`src/rtl/pipe_fetch_queue_if.sv`:
```
// Fetch front-end bundle: instruction memory request channel plus the
// queue-head / decoder feedback channel of the ID stage.
interface pipe_fetch_queue_if;
    logic        imem_req;
    logic [31:0] imem_addr;
    logic        imem_ack;
    logic [31:0] imem_rdata;
    logic        id_valid;
    logic [31:0] id_inst;
    logic [31:0] id_pc4;
    logic        nostall;
    logic [1:0]  pcsource;
    logic [31:0] bpc;
    logic [31:0] jpc;
    logic [31:0] ra;

    modport master (
        output imem_req, imem_addr, id_valid, id_inst, id_pc4,
        input  imem_ack, imem_rdata, nostall, pcsource, bpc, jpc, ra
    );

    modport slave (
        input  imem_req, imem_addr, id_valid, id_inst, id_pc4,
        output imem_ack, imem_rdata, nostall, pcsource, bpc, jpc, ra
    );
endinterface

```
`src/rtl/pipe_fetch_queue.sv`:
```
// Instruction fetch queue: one outstanding imem request, DEPTH-entry
// buffer, delay-slot preserving redirects driven by the ID stage.
module pipe_fetch_queue #(
    parameter int          DEPTH    = 4,
    parameter logic [31:0] RESET_PC = 32'h0000_0000
) (
    input logic                clk,
    input logic                rst,
    pipe_fetch_queue_if.master bus
);
    localparam int AW = $clog2(DEPTH);

    typedef logic [AW-1:0] ptr_t;
    typedef logic [AW:0]   cnt_t;
    typedef enum logic [1:0] {IDLE, WAIT, WAIT_DROP} state_t;

    state_t      state_q, state_d;
    logic [31:0] addr_q, addr_d;
    logic [31:0] fpc_q, fpc_d;
    logic [31:0] tgt_q, tgt_d;
    logic        pend_q, pend_d;
    ptr_t        rd_q, rd_d;
    ptr_t        wr_q, wr_d;
    cnt_t        cnt_q, cnt_d;
    logic [31:0] inst_q [DEPTH];
    logic [31:0] pc4_q  [DEPTH];

    logic        busy, acc, pop, rdir, push, drop;
    logic        keep_slot, keep_req, pend_e;
    logic [31:0] hd_pc4, sel_tgt, fpc_e, tgt_e;

    always_comb begin
        busy      = (state_q != IDLE);
        acc       = busy & bus.imem_ack;
        pop       = (cnt_q != '0) & bus.nostall;
        rdir      = pop & (bus.pcsource != 2'b00);
        hd_pc4    = pc4_q[rd_q];
        keep_slot = (cnt_q > cnt_t'(1));
        keep_req  = (state_q == WAIT) && (addr_q == hd_pc4);
        unique case (bus.pcsource)
            2'b10:   sel_tgt = bus.ra;
            2'b11:   sel_tgt = bus.jpc;
            default: sel_tgt = bus.bpc;
        endcase

        push   = acc & (state_q == WAIT);
        drop   = 1'b0;
        fpc_e  = fpc_q;
        tgt_e  = tgt_q;
        pend_e = pend_q;
        if (rdir) begin
            pend_e = 1'b0;
            if (keep_slot) begin
                fpc_e = sel_tgt;
                push  = 1'b0;
                drop  = 1'b1;
            end else if (keep_req) begin
                fpc_e = sel_tgt;
            end else begin
                // delay slot not fetched yet: fetch it, then the target
                fpc_e  = hd_pc4;
                tgt_e  = sel_tgt;
                pend_e = 1'b1;
                push   = 1'b0;
                drop   = 1'b1;
            end
        end

        rd_d  = rd_q + ptr_t'(pop);
        wr_d  = wr_q + ptr_t'(push);
        cnt_d = cnt_q + cnt_t'(push) - cnt_t'(pop);
        if (rdir && keep_slot) begin
            rd_d  = rd_q + ptr_t'(1);
            wr_d  = rd_q + ptr_t'(2);
            cnt_d = cnt_t'(1);
        end
    end

    always_comb begin
        state_d = state_q;
        addr_d  = addr_q;
        fpc_d   = fpc_e;
        tgt_d   = tgt_e;
        pend_d  = pend_e;
        if (acc) begin
            state_d = IDLE;
        end else if (drop && busy) begin
            state_d = WAIT_DROP;
        end
        if (state_d == IDLE && cnt_d < cnt_t'(DEPTH)) begin
            state_d = WAIT;
            addr_d  = fpc_e;
            if (pend_e) begin
                fpc_d  = tgt_e;
                pend_d = 1'b0;
            end else begin
                fpc_d = fpc_e + 32'd4;
            end
        end
    end

    always_ff @(posedge clk) begin
        if (rst) begin
            state_q <= IDLE;
            addr_q  <= RESET_PC;
            fpc_q   <= RESET_PC;
            tgt_q   <= '0;
            pend_q  <= 1'b0;
            rd_q    <= '0;
            wr_q    <= '0;
            cnt_q   <= '0;
        end else begin
            state_q <= state_d;
            addr_q  <= addr_d;
            fpc_q   <= fpc_d;
            tgt_q   <= tgt_d;
            pend_q  <= pend_d;
            rd_q    <= rd_d;
            wr_q    <= wr_d;
            cnt_q   <= cnt_d;
        end
    end

    always_ff @(posedge clk) begin
        if (push) begin
            inst_q[wr_q] <= bus.imem_rdata;
            pc4_q[wr_q]  <= addr_q + 32'd4;
        end
    end

    assign bus.imem_req  = busy;
    assign bus.imem_addr = addr_q;
    assign bus.id_valid  = (cnt_q != '0);
    assign bus.id_inst   = bus.id_valid ? inst_q[rd_q] : 32'd0;
    assign bus.id_pc4    = bus.id_valid ? pc4_q[rd_q] : 32'd0;
endmodule

```
`src/flat_wrapper.sv`:
```
// flat-port wrapper written by rule: the top's interface ports become plain ports
module pipe_fetch_queue_flat 
#(
    parameter int          DEPTH    = 4,
    parameter logic [31:0] RESET_PC = 32'h0000_0000
)
  (clk, rst, bus_imem_req, bus_imem_addr, bus_id_valid, bus_id_inst, bus_id_pc4, bus_imem_ack, bus_imem_rdata, bus_nostall, bus_pcsource, bus_bpc, bus_jpc, bus_ra);
  pipe_fetch_queue_if bus_i ();
  input logic clk;
  input logic rst;
  output wire logic [$bits(bus_i.imem_req)-1:0] bus_imem_req;
  output wire logic [$bits(bus_i.imem_addr)-1:0] bus_imem_addr;
  output wire logic [$bits(bus_i.id_valid)-1:0] bus_id_valid;
  output wire logic [$bits(bus_i.id_inst)-1:0] bus_id_inst;
  output wire logic [$bits(bus_i.id_pc4)-1:0] bus_id_pc4;
  input wire logic [$bits(bus_i.imem_ack)-1:0] bus_imem_ack;
  input wire logic [$bits(bus_i.imem_rdata)-1:0] bus_imem_rdata;
  input wire logic [$bits(bus_i.nostall)-1:0] bus_nostall;
  input wire logic [$bits(bus_i.pcsource)-1:0] bus_pcsource;
  input wire logic [$bits(bus_i.bpc)-1:0] bus_bpc;
  input wire logic [$bits(bus_i.jpc)-1:0] bus_jpc;
  input wire logic [$bits(bus_i.ra)-1:0] bus_ra;
  assign bus_imem_req = bus_i.imem_req;
  assign bus_imem_addr = bus_i.imem_addr;
  assign bus_id_valid = bus_i.id_valid;
  assign bus_id_inst = bus_i.id_inst;
  assign bus_id_pc4 = bus_i.id_pc4;
  assign bus_i.imem_ack = bus_imem_ack;
  assign bus_i.imem_rdata = bus_imem_rdata;
  assign bus_i.nostall = bus_nostall;
  assign bus_i.pcsource = bus_pcsource;
  assign bus_i.bpc = bus_bpc;
  assign bus_i.jpc = bus_jpc;
  assign bus_i.ra = bus_ra;
  pipe_fetch_queue #(.DEPTH(DEPTH), .RESET_PC(RESET_PC)) u_core (.clk(clk), .rst(rst), .bus(bus_i));
endmodule
```
`config.mk`:
```
export PLATFORM = sky130hd
export DESIGN_NAME = pipe_fetch_queue_flat
export DESIGN_NICKNAME = d
export VERILOG_FILES = /design/src/rtl/pipe_fetch_queue_if.sv /design/src/rtl/pipe_fetch_queue.sv /design/src/flat_wrapper.sv
export SDC_FILE = /design/constraint.sdc
export NUM_CORES = 1
export LEC_CHECK = 0
export ABC_AREA = 1
export CAP_MARGIN = 20
export CORE_MARGIN = 2
export CORE_UTILIZATION = 55
export DETAILED_ROUTE_END_ITERATION = 8
export DONT_BUFFER_PORTS = 1
export GPL_TIMING_DRIVEN = 0
export MAX_ROUTING_LAYER = met4
export PLACE_DENSITY = 0.74
export SYNTH_ARGS = -nofsm -noshare
export SYNTH_HDL_FRONTEND = slang
export SYNTH_SLANG_ARGS = --single-unit
```
`constraint.sdc`:
```
create_clock -name clk -period 9.6 [get_ports clk]
set_input_delay 1.92 -clock clk [delete_from_list [all_inputs] [get_ports clk]]
set_output_delay 1.92 -clock clk [all_outputs]
set_load 0.01 [all_outputs]
```
==> results of run 1 <==
placed cells by master (no fill, tap or decap), types with 11 or more instances in the layout:
master / netlist / layout
nor2_1: 317 / 317
edfxtp_1: 256 / 256
o21ai_1: 18 / 18
nand4_1: 15 / 15
xor2_1: 35 / 35
nor3_1: 16 / 12
o22ai_1: 19 / 19
buf_6: 15 / 41
clkbuf_16: 0 / 39
or2_2: 21 / 21
nand3_1: 177 / 177
buf_1: 11 / 11
inv_1: 156 / 156
clkbuf_1: 68 / 76
o21ai_0: 141 / 141
a21oi_1: 89 / 89
a221oi_1: 23 / 23
nand2_1: 387 / 387
dfxtp_1: 106 / 106
logic make-up after synthesis:
family / after synthesis
flip-flops: 362
XOR/XNOR: 44
AND/OR/NAND/NOR: 976
buffers and inverters: 272
adder cells (fa/ha/maj): 8
AO/OA/AOI/OAI: 326
multiplexers: 6
through the flow:
step                total power (uW)  instance area, um^2  setup WS, ns  cells
floorplan                       4060                17500          1.55   1994
finish                          6640                19700          2.80   2492
CTS                             6580                19700          3.02   2492
global route                    6990                19700          2.54   2492
detailed placement              5000                18400          2.51   2424
global placement                4940                18000         -2.89   2396
power by group:
| group | total (uW) | switching [uW] | internal (uW) |
|---|---|---|---|
| clock network | 1580 | 612 | 965 |
| registers | 2130 | 174 | 1960 |
| logic | 2930 | 2130 | 796 |
routing by layer:
layer / share of wire [%] / global-route usage, %
met2: 46 / 53.5
met4: 5.1 / 15.3
met3: 8.4 / 3.93
met5: 0 / -
met1: 40 / 44.2
area by class of cell:
type,count,area (um^2)
plain buffers,107,538
clock buffers,54,1100
clock inverters,14,238
fillers,2631,11800
inverters,165,619
multi-input cells,1360,6590
flip-flops and latches,362,9810
well taps,402,503
repair buffers,28,323
sequential cells by signal, indices dropped and copies added, names as in the netlist:
name	count
u_core.rd_q	2
u_core.wr_q	2
u_core.bus.imem_addr	32
u_core.tgt_q	32
u_core.fpc_q	32
u_core.cnt_q	3
u_core.inst_q	128
u_core.pend_q	1
u_core.pc4_q	128
u_core.state_q	2
worst paths after layout:
path	startpoint	end	cells past startpoint
hold / removal	u_core.tgt_q[26]$_SDFF_PP0_	u_core.tgt_q[26]$_SDFF_PP0_	2
setup / recovery	bus_nostall	u_core.bus.imem_addr[20]$_SDFFE_PP0P_	19
setup reg to reg	u_core.cnt_q[0]$_SDFF_PP0_	u_core.bus.imem_addr[20]$_SDFFE_PP0P_	19
hold reg to reg	u_core.tgt_q[26]$_SDFF_PP0_	u_core.tgt_q[26]$_SDFF_PP0_	2
worst register-to-register path, cell delays in order (launching register included):
cell and delay [ns]:
dfxtp_1 0.34, nor3_1 0.11, nor2_1 0.28, o21ai_1 0.44, inv_2 0.29, buf_1 0.53
clkbuf_1 0.50, o21ai_0 0.32, nand3_1 0.32, inv_1 0.13, ha_1 0.22, fa_1 0.38
xnor2_1 0.13, nand2_1 0.08, nand2_1 0.11, clkbuf_1 0.27, inv_1 0.17, clkbuf_1 0.49
clkbuf_1 0.43, a21oi_1 0.14
==> run metrics, run 1 <==
die footprint=33300 um^2; first-pass detailed-route iteration total=7; Tmin final=~6.8 ns; Fin Setup TNS=0 ns; Worst Path Buf+Inv=9; top-area cell type share of the netlist area=around 44%; Worst slew margin=31.6%; Routed Antenna Nets=0; Global Route Usage Sum=33.9%; hold buffer count at CTS=0; final hold vios=0; CP Max Fanout=10; hold slack=0.503 ns; post-synthesis mux area share=less than 1%; Req. time, crit path=around 10 ns; die width=183 um; Netlist cell types=46; core footprint=31500 um^2; initial antenna violation count=0; Critical Path Max Stage Delay=0.52 ns; Area Growth Syn to Fin=12.5%; worst-case register-to-register setup slack=3.79 ns; Port Buf Inserts=0; routability cong.=1.00; asr flop ratio synth=0%; GRT overflow=0; Post-synth EDFFs=approximately 260; DR iter-0 viols=around 1500; Worst EP arrival=7.19 ns; power per cell area=337 nW/um^2; cell with the most instances after synthesis=nand2_1; Final HPWL DP=41.3 mm; largest net degree at the start of global routing=15; root buffer cell=clkbuf_16; CTS tree=done; XOR/XNOR share of the synthesized area=2.20%; top cells by area, synth=edfxtp_1 (44%), dfxtp_1 (12%), nand2_1 (8.3%); n_diodes=0; synthesized area=17500 um^2; Clock Path Buffers=3; postcts setup bufs=0; CP Cell Sequence=inv_1 -> nor2_1 -> o21ai_1 -> inv_2 -> buf_1 -> clkbuf_1 -> o21ai_0 -> nand3_1 -> inv_1 -> ha_1 -> fa_1 -> xnor2_1 -> nand2_1 -> nand2_1 -> clkbuf_1 -> inv_1 -> clkbuf_1 -> clkbuf_1 -> a21oi_1; Yosys warnings=0; simple-gate area share of the yosys netlist=23.7%; layout cell share with drive strength beyond 1=between 8 and 9%; post-synthesis adder-cell area fraction=0.614%; Slew Limit Fails=0; worst-skew pair later-pin latency=0.54 ns; Yosys top cell by area=edfxtp_1; Compound-Gate Fraction of Synth Area=a little over a tenth; Inserted Clock Buffers=38; Initial Util=55.7%; Fmax=0.147 GHz; DRC viols=0; Worst Setup Start Kind=primary input; RSZ-0062 raised after global routing=no; status=finished clean; Seq cells post-synth=362; first-pass GRT wire length=82.7 mm; Worst setup EP type=flip-flop; CP delay by family, top=buffers and inverters; CTS resizes=0; Slew @ Worst Pin=between 1 and 1.5 ns; leakage=0.00768 uW; row count=65; Layout Skew=0.0191 ns; vias in the first global route=14200; fin crit share=70.8%; Crit path top cell by count=clkbuf_1; DR vias=14800; VDD IR-drop max=around 0.16 mV; critical path's slowest cell=buf_1; Die Y=183 um; CTS clock-pin slew for the worst setup and hold paths=0.06 ns; Avg Vias per Cell=between 5 and 6; Post-synth top cells=nand2_1 (387), nor2_1 (317), edfxtp_1 (256), nand3_1 (177), inv_1 (156); HP Class=reg2reg; final core occ=62.7%; Main synth FF type=edfxtp_1; endpoints failing setup=0; Final nets=2204; H-tree Lvls=2; # IOs=232; main combinational cell family by area after synthesis=simple AND/OR/NAND/NOR gates; DRT Wirelength=55.0 mm; crit path kind=in2reg; CTS sink cnt=362; syn nets=2136; Cells after Synth=1994; Seq/Total Area, Yosys=55.9%; wire length per cell=22.1 um; max_cap viols=0; synthesized area per cell=8.79 um^2
(Power assumes the default switching activity.)
==> run 2, diff against run 1 <==
--- a/config.mk
+++ b/config.mk
@@ -13,7 +13,7 @@
 export DONT_BUFFER_PORTS = 1
 export GPL_TIMING_DRIVEN = 0
 export MAX_ROUTING_LAYER = met4
-export PLACE_DENSITY = 0.74
+export PLACE_DENSITY = 0.77
 export SYNTH_ARGS = -nofsm -noshare
 export SYNTH_HDL_FRONTEND = slang
 export SYNTH_SLANG_ARGS = --single-unit
==> constraint.sdc (replaced) <==
create_clock -name clk -period 6.02 [get_ports clk]
set_input_delay 1.204 -clock clk [delete_from_list [all_inputs] [get_ports clk]]
set_output_delay 1.204 -clock clk [all_outputs]
set_load 0.01 [all_outputs]
==> run 2 against run 1 <==
Compared with the run above: global-route usage down 0.49 points; sequential share of layout area is 0.091 points lower; non-clock buffer count down 1; sequential power increased by 60%; routed wire length down 0.62%; utilization is 0.12 points higher; hold slack better by 0.013 ns; combinational power rose by 59%; setup slack got worse by 2.6 ns; sequential cell count unchanged; via count decreased by 0.16%; design area up 0.18%; critical path type is now reg2reg; largest cell class unchanged; highest routed layer unchanged.
==> run metrics, run 2 (synthesis gave the netlist of run 1 again) <==
routability cong.=0.991; Slew Limit Fails=0; Initial Util=55.7%; Worst EP arrival=approximately 6.3 ns; power per cell area=539 nW/um^2; GRT overflow=0; initial antenna violation count=0; Slew @ Worst Pin=0.943 ns; postcts setup bufs=0; final hold vios=0; fin cells=around 2500; Inserted Clock Buffers=38; CP Max Fanout=10; die footprint=33300 um^2; row count=65; CTS clock-pin slew for the worst setup and hold paths=0.06 ns; n_diodes=0; Internal=5940 uW; # IOs=between 200 and 250; leakage=0.00767 uW; Crit path top cell by count=nand2_1; Comb pwr share=between 40% and 50%; most frequent cells in the layout=nand2_1 (387), nor2_1 (317), edfxtp_1 (256), nand3_1 (177), inv_1 (156); DRC viols=0; clock group share of total power=24.1%; Worst slew margin=36.7%; Final HPWL DP=40.6 mm; P_sw=4700 uW; Req. time, crit path=6.46 ns; Area Growth Syn to Fin=12.7%; Routed Antenna Nets=0; Port Buf Inserts=0; root buffer cell=clkbuf_16; Die Y=183 um; switching share of power=44.2%; max_cap viols=0; core footprint=31500 um^2; DR iter-0 viols=1661; final core occ=between 60% and 70%; layout cell share with drive strength beyond 1=8.66%; vias in the first global route=14000; HP Class=reg2reg; Layout Skew=0.0211 ns; fin crit share=97.1%; Fmax=~0.17 GHz; Critical Path Max Stage Delay=0.62 ns; Clock Path Buffers=3; DP Area=18400 um^2; die width=roughly 180 um; CTS sink cnt=362; wire length per cell=21.9 um; H-tree Lvls=2; first-pass GRT wire length=around 80 mm; Avg Vias per Cell=between 5 and 6; worst-skew pair later-pin latency=0.55 ns; DP Cell Count=2424; Final Instance Area=19800 um^2; CTS tree=done; VDD IR-drop max=0.302 mV; Worst setup EP type=flip-flop; status=finished clean; fillcell total=2528; commonest non-fill, non-tap cell in the layout=nand2_1; crit path kind=reg2reg; sequential share of power=32.0%; DR vias=14800; Largest regs=u_core.inst_q x128, u_core.pc4_q x128; largest net degree at the start of global routing=16; Global Route Usage Sum=33.4%; Final nets=between 2000 and 2500; Worst Setup Start Kind=flip-flop; critical path's slowest cell=clkbuf_1; first-pass detailed-route iteration total=7; endpoints failing setup=0; DRT Wirelength=approximately 55 mm; RSZ-0062 raised after global routing=no; Fin Setup TNS=0 ns; Tmin final=~5.8 ns
[run 2: cell types whose count changed in the layout (fill, tap and decap cells not counted), sizes merged]
cell | before | now
clkbuf | 122 | 114
clkinvlp | 0 | 6
clkinv | 10 | 13
buf | 67 | 66
bufinv | 6 | 7
[run 2: metrics by stage]
step	hold slack [ns]	worst slack, ns	power [uW]
after floorplan	0.453	-1.31	6480
after global placement	0.471	-5.49	7890
after detailed placement	0.495	-0.501	7970
after CTS	0.510	0.0630	10500
after global routing	0.532	0.00441	11200
final	0.516	0.174	10600
[run 2: final timing paths]
check / slack, ns / cells after the start / end / start
worst min register to register: 0.52 / 2 / u_core.tgt_q[24]$_SDFF_PP0_ / u_core.tgt_q[24]$_SDFF_PP0_
worst max register to register: 0.17 / 26 / u_core.fpc_q[27]$_SDFF_PP0_ / u_core.rd_q[0]$_SDFF_PP0_
worst max-delay path: 0.17 / 26 / u_core.fpc_q[27]$_SDFF_PP0_ / u_core.rd_q[0]$_SDFF_PP0_
worst min-delay path: 0.52 / 2 / u_core.tgt_q[24]$_SDFF_PP0_ / u_core.tgt_q[24]$_SDFF_PP0_
[run 2: routing by layer]
metal	share of wire [%]	up-vias	track usage [%]
li1	-	6869	-
met1	40	6925	42.9
met2	46	867	52.7
met3	9.4	154	5.01
met4	4.9	0	15.0
met5	0	-	-
[run 2: critical path, delay by kind of cell, from the launching register on]
| kind | cells | cell delay [ns] |
|---|---|---|
| buffers and inverters | 8 | 2.19 |
| DFF | 1 | 0.53 |
| adders and majority gates | 2 | 0.38 |
| and+or+nand+nor | 12 | 1.76 |
| AOI/OAI and AO/OA | 3 | 0.74 |
| xor gates and xnor gates | 1 | 0.12 |
[run 2: cell type report]
class	count	area [um^2]	area share (%)
inverters	165	619	3.14
multi-input cells	1360	6590	33.3
repair buffers	28	312	1.58
flip-flops and latches	362	9810	49.7
clock buffers	46	1030	5.22
plain buffers	106	536	2.71
well taps	402	503	2.55
clock inverters	24	359	1.82
[run 2: repair_timing]
| item | 4_1_cts | 5_1_grt |
|---|---|---|
| resized for setup | 1 | 0 |
| setup endpoints to repair | 10 | 58 |
| cloned | 0 | 0 |
| hold buffers | 0 | 0 |
| pin swaps | 0 | 0 |
[run 2: power groups by stage]
| stage | sequential [uW] | clock [uW] | combinational, uW |
|---|---|---|---|
| 6_report | 3400 | 2570 | 4670 |
| 2_1_floorplan | 3360 | 0 | 3120 |
| 5_1_grt | 3430 | 2670 | 5060 |
| 3_3_place_gp | 3460 | 0 | 4430 |
| 4_1_cts | 3390 | 2570 | 4570 |
| 3_5_place_dp | 3440 | 0 | 4530 |
==> run 3, diff against run 2 <==
--- a/config.mk
+++ b/config.mk
@@ -5,7 +5,7 @@
 export SDC_FILE = /design/constraint.sdc
 export NUM_CORES = 1
 export LEC_CHECK = 0
-export ABC_AREA = 1
+export ABC_AREA = 0
 export CAP_MARGIN = 20
 export CORE_MARGIN = 2
 export CORE_UTILIZATION = 55
==> run 3 against run 2 <==
Compared with the run above: sequential cell count unchanged; critical path depth decreased by 5; global-route usage up 1.4 points; die area about the same; via count is 13% lower; largest cell class unchanged; synthesized cell count down 25%; hold slack got worse by 0.033 ns; cell count fell by 20%; clock-buffer cell count is 3 higher; power is 7.4% lower.
==> run metrics, run 3 <==
initial antenna violation count=0; # IOs=232; Final WS setup=0.116 ns; Cells after Synth=approximately 1500; Final nets=roughly 1700; final hold vios=0; hold buffer count at CTS=0; CTS tree=done; first-pass GRT wire length=roughly 82 mm; status=finished clean; CP startpoint=u_core.rd_q[0]$_SDFF_PP0_; CTS clock-pin slew for the worst setup and hold paths=0.06 ns; Largest regs=u_core.inst_q x128, u_core.pc4_q x128; top cells by area, synth=edfxtp_1 (44%), dfxtp_1 (12%), mux4_2 (5.9%); met2 global-route usage=a little under three fifths; Final Instance Area=19600 um^2; Inserted Clock Buffers=39; synthesized area=17500 um^2; vias in the first global route=about 13000; Req. time, crit path=6.48 ns; gr busiest metal=met2; commonest non-fill, non-tap cell in the layout=edfxtp_1; core footprint=approximately 31000 um^2; fin crit share=98.1%; Initial Util=55.7%; Worst slew margin=28.5%; Post-synth EDFFs=256; DP Area=approximately 18000 um^2; syn nets=1644; CTS sink cnt=362; Post-synth top cells=edfxtp_1 (256), nor2_1 (172), nand2_1 (149), a21oi_1 (110), dfxtp_1 (106); largest net degree at the start of global routing=43; Area Growth Syn to Fin=11.7%; Avg Vias per Cell=6.52; Yosys top cell by area=edfxtp_1; Fmax=0.169 GHz; layout cell share with drive strength beyond 1=13.3%; DRC viols=0; DR iter-0 viols=between 1000 and 1500; Main synth FF type=edfxtp_1; Yosys warnings=0; GRT overflow=0; die footprint=33300 um^2; met1 global-route usage=42.7%; synthesized area per cell=roughly 12 um^2; HP Class=reg2reg; CP Max Fanout=10; first-pass detailed-route iteration total=7; DRT Wirelength=56.8 mm; Seq cells post-synth=362; grt met3 use=between 6 and 7%; most frequent cells in the layout=edfxtp_1 (256), nor2_1 (169), nand2_1 (149), a21oi_1 (108), dfxtp_1 (106); Worst Setup Start Kind=flip-flop; root buffer cell=clkbuf_16; final core occ=62.2%; Tmin final=5.90 ns; Clock Path Buffers=3; Global Route Usage Sum=a little over a third; Layout Skew=0.0220 ns; top-area cell type share of the netlist area=43.8%; endpoints failing setup=0; n_diodes=0; worst-skew pair later-pin latency=0.55 ns; H-tree Lvls=2; Final HPWL DP=41.8 mm; leakage=about 0.0065 uW; Slew @ Worst Pin=between 1 and 1.5 ns; Port Buf Inserts=0; FF-to-FF Start=u_core.rd_q[0]$_SDFF_PP0_; Worst setup EP type=flip-flop; RSZ-0062 raised after global routing=yes; wire length per cell=28.6 um; die width=183 um; Placement Setup Slack=-1.79 ns; max_cap viols=0; Worst EP arrival=6.37 ns; row count=65; crit path kind=reg2reg; Seq/Total Area, Yosys=55.9%; Routed Antenna Nets=0; VDD IR-drop max=0.386 mV; Slew Limit Fails=0; power per cell area=503 nW/um^2; Die Y=183 um; Hold Startpoint=u_core.tgt_q[19]$_SDFF_PP0_; cell with the most instances after synthesis=edfxtp_1; DR vias=roughly 13000; asr flop ratio synth=0%; routability cong.=0.996; Netlist cell types=85
==> run 3: cell types whose count changed after synthesis, moves of 40 or more <==
cell / previous run / this run
mux4_2: 0 / 46
o21ai_0: 141 / 61
mux2i_1: 6 / 73
inv_1: 156 / 23
nand2_1: 387 / 149
nor2_1: 317 / 172
nor2b_1: 0 / 62
xnor2_1: 9 / 49
nand3_1: 177 / 24
==> run 3: final cells by class <==
type                    count  area [um^2]
flip-flops and latches    362         9810
repair buffers             14          225
inverters                  23         86.3
clock inverters            19          156
clock buffers              49         1040
plain buffers             100          520
well taps                 402          503
multi-input cells        1015         7250
fillers                  2470        11900
==> run 3: layer usage <==
layer	routed length, um	up-vias	share of wire, %
met5	0	-	0
met3	4460	155	7.9
met2	27100	669	48
li1	-	5674	-
met4	3010	0	5.3
met1	22200	6441	39
==> run 3: timing repair <==
action                     in CTS  in global routing
gates resized for setup        26                  8
setup buffers                   2                  1
setup endpoints to repair      66                 40
pin swaps                       2                  1
==> run 3: path summary, 6_finish.rpt <==
path / slack, ns / cells after the start / endpoint
min reg2reg: 0.48 / 2 / u_core.tgt_q[19]$_SDFF_PP0_
max reg2reg: 0.12 / 21 / u_core.bus.imem_addr[23]$_SDFFE_PP0P_
min: 0.48 / 2 / u_core.tgt_q[19]$_SDFF_PP0_
max: 0.12 / 21 / u_core.bus.imem_addr[23]$_SDFFE_PP0P_
==> run 3: worst max-delay path, cell delays in order, from the launching register on <==
cell and delay [ns]:
dfxtp_1 0.36, buf_6 0.21, buf_12 0.17, buf_12 0.15, mux4_2 0.62, xor2_1 0.20, nor3_1 0.40, nand4b_1 0.32
buf_4 0.28, nor2_1 0.23, nand2_1 0.12, nand2_1 0.08, nand2_1 0.11, nor3b_4 0.35, ha_1 0.24, fa_1 0.20
xor2_1 0.13, o22ai_2 0.47, clkbuf_2 0.42, clkbuf_1 0.43, nand2_1 0.12, a21oi_1 0.17
==> run 3: per-stage QoR <==
step | power, uW | setup TNS (ns) | cells | hold WS, ns
after floorplan | 6010 | 0 | 1502 | 0.440
after global placement | 7360 | -629.50 | 1904 | 0.456
after detailed placement | 7420 | -101.26 | 1915 | 0.470
after CTS | 9750 | 0 | 1983 | 0.482
after global routing | 10200 | -0.00795 | 1984 | 0.507
final | 9860 | 0 | 1984 | 0.482
==> run 3: logic make-up after synthesis <==
group,after synthesis,share of synthesized area (%)
xor gates and xnor gates,58,2.90
adders and majority gates,8,0.613
DFF,362,55.9
muxes,143,12.4
AOI/OAI and AO/OA,300,11.1
buffers and inverters,125,3.38
and+or+nand+nor,506,13.8
==> run 3: where the power goes <==
part           switching, uW  internal (uW)
logic                   2770           1330
registers                345           3120
clock network            976           1320
